File: src/rtl/mux_rr_arbiter.sv
// Purpose : round-robin arbiter driving the select of a shared 4:1 mux, with a
//           per-tenure hold limit so a busy requester cannot starve the others.
// Latency : 1 clock from req to registered gnt/s; handovers are back-to-back.
// Backpressure: none; requesters wait by holding req until gnt arrives.
//
// Ports:
//   clk     - system clock, all state changes on the rising edge
//   rst     - synchronous active-high reset
//   req     - request lines, req[i]=1 means requester i wants the mux
//   gnt     - registered one-hot grant, all-zero when idle
//   s       - registered mux select (binary index of the granted requester)
//   valid   - high while any grant is active (|gnt)
//   preempt - one-cycle pulse after a tenure was cut short by the hold limit
module mux_rr_arbiter #(
  parameter int MAX_HOLD = 4,
  parameter int CNT_W    = 3
) (
  input  logic       clk,
  input  logic       rst,
  input  logic [3:0] req,
  output logic [3:0] gnt,
  output logic [1:0] s,
  output logic       valid,
  output logic       preempt
);

  localparam logic [0:0] ST_IDLE  = 1'b0;
  localparam logic [0:0] ST_GRANT = 1'b1;

  logic [0:0]       r_state;
  logic [3:0]       r_gnt;
  logic [1:0]       r_s;
  logic             r_preempt;
  logic [1:0]       r_ptr;
  logic [CNT_W-1:0] r_hold;

  logic             w_release;
  logic             w_timeout;
  logic             w_end;
  logic             w_any;
  logic [1:0]       w_base;
  logic [1:0]       w_win;

  // First requester at or after base, scanning base, base+1, ... (mod 4).
  // The scan runs from the farthest offset back to base so the nearest wins.
  function automatic logic [1:0] f_pick(input logic [3:0] req_v,
                                        input logic [1:0] base);
    logic [1:0] idx;
    logic [1:0] win;
    win = base;
    for (int k = 3; k >= 0; k--) begin
      idx = base + 2'(k);
      if (req_v[idx]) begin
        win = idx;
      end
    end
    return win;
  endfunction

  always_comb begin
    w_release = ~req[r_s];
    // Timeout only counts while the owner still wants the mux; a release on
    // the limit edge is an ordinary release and does not raise preempt.
    w_timeout = (r_hold == CNT_W'(MAX_HOLD)) & req[r_s];
    w_end     = (r_state == ST_GRANT) & (w_release | w_timeout);
    w_any     = |req;
    // At a tenure end the pointer is about to become owner+1; arbitrate with
    // that value now so the next grant lands on the same edge.
    w_base    = (r_state == ST_GRANT) ? (r_s + 2'd1) : r_ptr;
    w_win     = f_pick(req, w_base);
  end

  always_ff @(posedge clk) begin
    if (rst) begin
      r_state   <= ST_IDLE;
      r_gnt     <= 4'b0000;
      r_s       <= 2'b00;
      r_preempt <= 1'b0;
      r_ptr     <= 2'b00;
      r_hold    <= '0;
    end else begin
      case (r_state)
        ST_IDLE: begin
          r_preempt <= 1'b0;
          if (w_any) begin
            r_state <= ST_GRANT;
            r_gnt   <= 4'b0001 << w_win;
            r_s     <= w_win;
            r_hold  <= CNT_W'(1);
          end
        end

        ST_GRANT: begin
          if (w_end) begin
            r_ptr     <= r_s + 2'd1;
            r_preempt <= w_timeout;
            if (w_any) begin
              // A timed-out owner sits last in the new order, so it only
              // wins again when nobody else is asking.
              r_gnt  <= 4'b0001 << w_win;
              r_s    <= w_win;
              r_hold <= CNT_W'(1);
            end else begin
              // s deliberately keeps the last owner's index while idle.
              r_state <= ST_IDLE;
              r_gnt   <= 4'b0000;
              r_hold  <= '0;
            end
          end else begin
            r_preempt <= 1'b0;
            r_hold    <= r_hold + CNT_W'(1);
          end
        end

        default: begin
          r_state   <= ST_IDLE;
          r_gnt     <= 4'b0000;
          r_preempt <= 1'b0;
          r_hold    <= '0;
        end
      endcase
    end
  end

  assign gnt     = r_gnt;
  assign s       = r_s;
  assign valid   = |r_gnt;
  assign preempt = r_preempt;

endmodule

File: config.mk
export PLATFORM = sky130hd
export DESIGN_NAME = mux_rr_arbiter
export DESIGN_NICKNAME = d
export VERILOG_FILES = /design/src/rtl/mux_rr_arbiter.sv
export SDC_FILE = /design/constraint.sdc
export NUM_CORES = 1
export LEC_CHECK = 0
export CORE_ASPECT_RATIO = 1.2
export CORE_MARGIN = 5
export CORE_UTILIZATION = 50
export DETAILED_ROUTE_END_ITERATION = 12
export PLACE_DENSITY = 0.76
export SLEW_MARGIN = 20
export SYNTH_ARGS = -nofsm -noshare
export SYNTH_HDL_FRONTEND = slang
export SYNTH_SLANG_ARGS = --single-unit
File: constraint.sdc
create_clock -name clk -period 2.25 [get_ports clk]
set_input_delay 0.45 -clock clk [delete_from_list [all_inputs] [get_ports clk]]
set_output_delay 0.45 -clock clk [all_outputs]
set_load 0.005 [all_outputs]
==> impl_metrics.json, run 1 <==
{
  "syn_area_per_cell_um2": 9.17,
  "postSynthRegisterBits": 13,
  "ctsResizeCount": 0,
  "yosysSeqAreaShare_pct": 33.0,
  "timing.slew.headroom_pct": 66.3,
  "cts_post_setup_buffers_inserted": 0,
  "synth_enable_flop_cells": 0,
  "primary_ff_master_synth": "sky130_fd_sc_hd__dfxtp_1",
  "chipWidth_um": 46.2,
  "vias_per_cell": 6.13,
  "tightest_slew_ns": 0.500,
  "setup_viol": 0,
  "clk_pin_slew_worst_paths_ns": 0.08,
  "floorplan.initialDensity_pct": 53.8,
  "final_core_utilization_pct": 68.2,
  "gr-usage-all-layers_pct": 18.4,
  "antenna_cells": 0,
  "cap_viol_max_count": 0,
  "via_count": 766,
  "ant_nets": 0,
  "preCtsSetupSlack_ns": -0.0458,
  "critical_path_peak_fanout": 3,
  "pin_count_of_the_biggest_net_entering_global_routing": 17,
  "fp.dieArea_mm2": 0.00247,
  "syn_area_um2": 788,
  "cts_hold_buffers": 0,
  "slew_violations": 0,
  "fin_skew_ns": 0.00284,
  "wl_um": 1900,
  "dp.final_hpwl_um": 1530,
  "timing.critical_path.arrival_ns": 1.59,
  "synthArstFlopShare_pct": 0,
  "synth_warnings": 0,
  "final_period_minus_worst_setup_slack_ns": 2.04,
  "grt_pass1_vias": 801,
  "place_congestion": 0.901,
  "report.final.hold_viol_count": 0,
  "ioPinCount": 14,
  "post_drt_wl_per_cell_um": 15.2,
  "core_footprint_mm2": 0.00146,
  "global_route.overflow_total": 0,
  "cts_made_buffers": 3,
  "h-tree-depth": 1,
  "setup_repair_after_global_routing_missed_its_margin": "no",
  "power.static_leakage_nw": 0.399,
  "fmax_mhz": 491,
  "layout-drive-gt1-share_pct": 21.3,
  "min_period_over_period_pct": 90.5,
  "cp.required_ns": 1.80,
  "number_of_standard_cells_after_synthesis": 86,
  "io_buffers": 13,
  "clock_sinks": 13,
  "fin_setup_tns_ns": 0,
  "tritoncts": "built",
  "syn-num-nets": 94,
  "cts_root_cell": "sky130_fd_sc_hd__clkbuf_4",
  "die_height_um": 53.5,
  "run_status": "complete, no violations",
  "global_route_wire_length_before_repair_um": 3330,
  "critPathLaunchType": "flip-flop",
  "antenna_violations_before_repair": 0,
  "pwr_density_cell_mw_per_mm2": 665,
  "insertion_delay_ns": 0.27,
  "drt-initial-drc-count": 13,
  "fin_hold_ws_ns": 0.499,
  "report.power.total_mw": 0.664,
  "timing.setup.critical_path_class": "flip-flop to primary output",
  "area.growth.synth_to_final_pct": 26.7,
  "detailedRoute.firstPassIterationCount": 4,
  "crit_path_end_kind": "primary output",
  "final_nets": 117,
  "ctsLongestPathBuffers": 2,
  "route.detailed.drc": 0,
  "largest_vdd_supply_drop_mv": 0.413,
  "hp-class": "flip-flop to flip-flop",
  "core.rowCount": 15,
  "postLayoutSetupSlackWorst_ns": 0.215,
  "synthDistinctLibCells": 42
}
-- cell families after synthesis --
kind of cell | synth area share, %
xor gates and xnor gates | 1.11
AOI/OAI and AO/OA | 29.2
buffers and inverters | 6.35
muxes | 2.86
adders and majority gates | 3.17
DFF | 33.0
and+or+nand+nor | 24.3
-- power by group --
part | switching, mW | internal [mW] | total [mW] | leakage [nW]
logic | 0.0963 | 0.133 | 0.230 | 0.278
clock network | 0.0769 | 0.0687 | 0.146 | 0.0150
registers | 0.0345 | 0.254 | 0.289 | 0.107
-- worst max-delay path, cell delays in order (launching register included) --
cell                              delay, ns
sky130_fd_sc_hd__dfxtp_1               0.32
sky130_fd_sc_hd__or4_1                 0.53
sky130_fd_sc_hd__clkdlybuf4s50_1       0.46
-- registers in the layout, summed over array words and instances (netlist names) --
| register | flops |
|---|---|
| r_hold | 3 |
| gnt | 4 |
| r_ptr | 2 |
| s | 2 |
| r_state | 1 |
| preempt | 1 |
-- synthesized netlist by cell type, types with 2 or more instances --
cell type | count | area, um2
sky130_fd_sc_hd__nand3b_1 | 2 | 15.0
sky130_fd_sc_hd__a21oi_1 | 4 | 20.0
sky130_fd_sc_hd__buf_6 | 2 | 22.5
sky130_fd_sc_hd__nor2b_1 | 2 | 12.5
sky130_fd_sc_hd__inv_1 | 5 | 18.8
sky130_fd_sc_hd__a21boi_0 | 2 | 15.0
sky130_fd_sc_hd__nor2_1 | 7 | 26.3
sky130_fd_sc_hd__ha_1 | 2 | 25.0
sky130_fd_sc_hd__dfxtp_1 | 13 | 260
sky130_fd_sc_hd__a211oi_1 | 3 | 22.5
sky130_fd_sc_hd__or2b_1 | 2 | 15.0
sky130_fd_sc_hd__a221oi_1 | 2 | 17.5
sky130_fd_sc_hd__nand2_1 | 4 | 15.0
sky130_fd_sc_hd__nor4_1 | 2 | 12.5
sky130_fd_sc_hd__or2_2 | 2 | 12.5
sky130_fd_sc_hd__o21ai_0 | 2 | 10.0
sky130_fd_sc_hd__a32o_1 | 4 | 40.0
sky130_fd_sc_hd__a21o_2 | 2 | 17.5
-- per-layer routing --
metal  vias up  global-route usage [%]  share of wire (%)
met3         6                    2.04                4.9
li1        376                       -                  -
met1       356                    21.3                 42
met4         0                    9.00                2.7
met2        28                    32.1                 51
met5         -                       0                  0
-- metrics by stage --
step	instances	area, um2
final	125	998
after global routing	125	998
after CTS	125	998
after detailed placement	121	972
after global placement	121	972
after floorplan	86	788
-- final cells by class --
cell class              instances  area, um2
fillers                       124        465
repair buffers                 21        190
well taps                      17       21.3
clock buffers                   4       26.3
inverters                       6       22.5
flip-flops and latches         13        260
multi-input cells              64        478
-- placed cells by master, fill, tap and decap left out, types with 3 or more instances in the layout --
cell,instances
sky130_fd_sc_hd__dfxtp_1,13
sky130_fd_sc_hd__clkdlybuf4s50_1,13
sky130_fd_sc_hd__buf_4,8
sky130_fd_sc_hd__nor2_1,7
sky130_fd_sc_hd__inv_1,5
sky130_fd_sc_hd__nand2_1,4
sky130_fd_sc_hd__a21oi_1,4
sky130_fd_sc_hd__a32o_1,4
sky130_fd_sc_hd__a211oi_1,3
sky130_fd_sc_hd__clkbuf_4,3
-- path summary, 6_finish.rpt --
kind                             start  endpoint  slack [ns]  cells past startpoint
worst max-delay path            gnt[3]     valid        0.21                      2
worst min register to register  gnt[3]    gnt[3]        0.50                      1
worst max register to register    s[0]  r_ptr[1]        0.30                      5
worst min-delay path            gnt[3]    gnt[3]        0.50                      1
Power figures use the tool's default switching activity.
==> run 2, diff against run 1 <==
--- a/config.mk
+++ b/config.mk
@@ -5,11 +5,11 @@
 export SDC_FILE = /design/constraint.sdc
 export NUM_CORES = 1
 export LEC_CHECK = 0
-export CORE_ASPECT_RATIO = 1.2
 export CORE_MARGIN = 5
-export CORE_UTILIZATION = 50
+export CORE_UTILIZATION = 53
+export CTS_BUF_LIST = sky130_fd_sc_hd__clkbuf_8
 export DETAILED_ROUTE_END_ITERATION = 12
-export PLACE_DENSITY = 0.76
+export PLACE_DENSITY = 0.8
 export SLEW_MARGIN = 20
 export SYNTH_ARGS = -nofsm -noshare
 export SYNTH_HDL_FRONTEND = slang
==> run 2 against run 1 <==
Hold slack worse by 0.0072 ns. Maximum frequency decreased by 2.8%. Routed wire length shrank 2.8%. First-iteration DRC count is 110% higher. Final cell count shrank 0.80%. Sequential share of layout area down 0.45 points. Sequential power hardly changed. Largest power group unchanged. Clock skew hardly changed. Flip-flop and latch count stayed put. Critical endpoint is now gnt[2]. Global-route usage decreased by 0.85 points. Clock-buffer cell count fell by 1.
==> impl_metrics.json, run 2 (same netlist as run 1, synthesis figures left out) <==
{
  "run_status": "complete, no violations",
  "layoutNonFillerInstCount": 124,
  "core_footprint_mm2": 0.00145,
  "timing.critical_path.arrival_ns": 2.23,
  "antenna_violations_before_repair": 0,
  "fp.dieArea_mm2": 0.00236,
  "global_route.overflow_total": 0,
  "dp.final_hpwl_um": 1460,
  "clk_pin_slew_worst_paths_ns": 0.05,
  "wl_um": 1840,
  "area_taken_by_multi_input_logic_gates_um2": 478,
  "crit_path_end_kind": "flip-flop",
  "chipWidth_um": 48.6,
  "fin_skew_ns": 0.00288,
  "met1_usage_pct": 20.4,
  "critPathLaunchType": "input port",
  "die_height_um": 48.6,
  "ioPinCount": 14,
  "via_count": 735,
  "power.static_leakage_nw": 0.411,
  "cp_slowest_stage_delay_ns": 0.58,
  "gr-usage-all-layers_pct": 17.5,
  "busiest_layer": "met2",
  "drt-initial-drc-count": 27,
  "place_congestion": 0.951,
  "area.growth.synth_to_final_pct": 28.9,
  "floorplan.initialDensity_pct": 54.2,
  "ff_latch_area_um2": 260,
  "flip_flop_count_of_the_largest_register_after_layout": 4,
  "global_route_wire_length_before_repair_um": 3280,
  "tritoncts": "built",
  "final_nets": 117,
  "core.rowCount": 14,
  "grt_pass1_vias": 756,
  "fmax_mhz": 478,
  "timing.setup.critical_path_class": "input port to flip-flop",
  "largest_vdd_supply_drop_mv": 0.348,
  "layout-drive-gt1-share_pct": 21.3,
  "pin_count_of_the_biggest_net_entering_global_routing": 13,
  "io_buffers": 13,
  "preCtsSetupSlack_ns": -0.0899,
  "cts_made_buffers": 3,
  "pwr_density_cell_mw_per_mm2": 709,
  "ant_nets": 0,
  "vias_per_cell": 5.93,
  "setup_repair_after_global_routing_missed_its_margin": "no",
  "fin_hold_ws_ns": 0.492,
  "grtUsageMet2_pct": 27.8,
  "critical_path_peak_fanout": 6,
  "top_library_cells_by_usage_in_the_layout_fill_and_taps_aside": "sky130_fd_sc_hd__dfxtp_1, sky130_fd_sc_hd__clkdlybuf4s50_1, sky130_fd_sc_hd__buf_4",
  "antenna_cells": 0,
  "postLayoutSetupSlackWorst_ns": 0.157,
  "grt_util_met3_pct": 3.99,
  "report.final.hold_viol_count": 0,
  "dp_cells": 120,
  "cp.required_ns": 2.39,
  "timing.slew.headroom_pct": 64.8,
  "holdPathStages": 2,
  "placedInstanceArea_um2": 971,
  "insertion_delay_ns": 0.24,
  "h-tree-depth": 1,
  "cts_root_cell": "sky130_fd_sc_hd__clkbuf_8",
  "ctsResizeCount": 0,
  "ctsLongestPathBuffers": 2,
  "detailedRoute.firstPassIterationCount": 4,
  "clock_sinks": 13,
  "fillers": 126,
  "tightest_slew_ns": 0.523,
  "setup_viol": 0,
  "cap_viol_max_count": 0,
  "final_period_minus_worst_setup_slack_ns": 2.09,
  "route.detailed.drc": 0,
  "ff2ff_path_depth": 5,
  "cp_slowest_cell": "sky130_fd_sc_hd__clkdlybuf4s50_1",
  "min_period_over_period_pct": 93.0,
  "slew_violations": 0,
  "hp-class": "flip-flop to flip-flop",
  "post_drt_wl_per_cell_um": 14.9,
  "cts_post_setup_buffers_inserted": 0,
  "cts_hold_buffers": 0,
  "crit_chain": "clkdlybuf4s50_1 > inv_2 > o311a_1 > or4_4 > a32o_1",
  "final_cell_area_mm2": 0.00102
}
run 2: per-stage QoR:
stage,power [mW],util (%),setup TNS (ns)
2_1_floorplan,0.425,-,0
3_3_place_gp,0.514,66.8,-0.0547
3_5_place_dp,0.521,66.8,-0.237
4_1_cts,0.724,69.9,0
5_1_grt,0.768,69.9,0
6_report,0.721,69.9,0
run 2: cell type report:
type / instances / share of cell area [%]
clock buffers: 3 / 4.06
clock inverters: 1 / 0.369
inverters: 6 / 2.22
multi-input cells: 64 / 47.0
flip-flops and latches: 13 / 25.6
well taps: 16 / 1.97
repair buffers: 21 / 18.7
run 2: critical path: cells and delay by family:
kind / cells / cell delay [ns]
buffers and inverters: 2 / 0.65
AO/OA/AOI/OAI: 2 / 0.64
AND/OR/NAND/NOR: 1 / 0.49
run 2: worst paths after layout:
| check | startpoint | to | slack (ns) |
|---|---|---|---|
| max | req[0] | gnt[2] | 0.16 |
| min | r_hold[2] | preempt | 0.49 |
| max reg2reg | r_state | gnt[1] | 0.23 |
| min reg2reg | r_hold[2] | preempt | 0.49 |
run 2: metal layers:
layer	vias to the layer above	routed length [um]
met5	-	0
met4	0	61
met3	7	81
met2	24	892
met1	331	809
li1	373	-
run 2: power breakdown:
group / leakage, nW / total (mW) / internal [mW] / switching [mW]
sequential: 0.107 / 0.288 / 0.255 / 0.0325
combinational: 0.277 / 0.230 / 0.132 / 0.0977
clock: 0.0269 / 0.203 / 0.120 / 0.0827
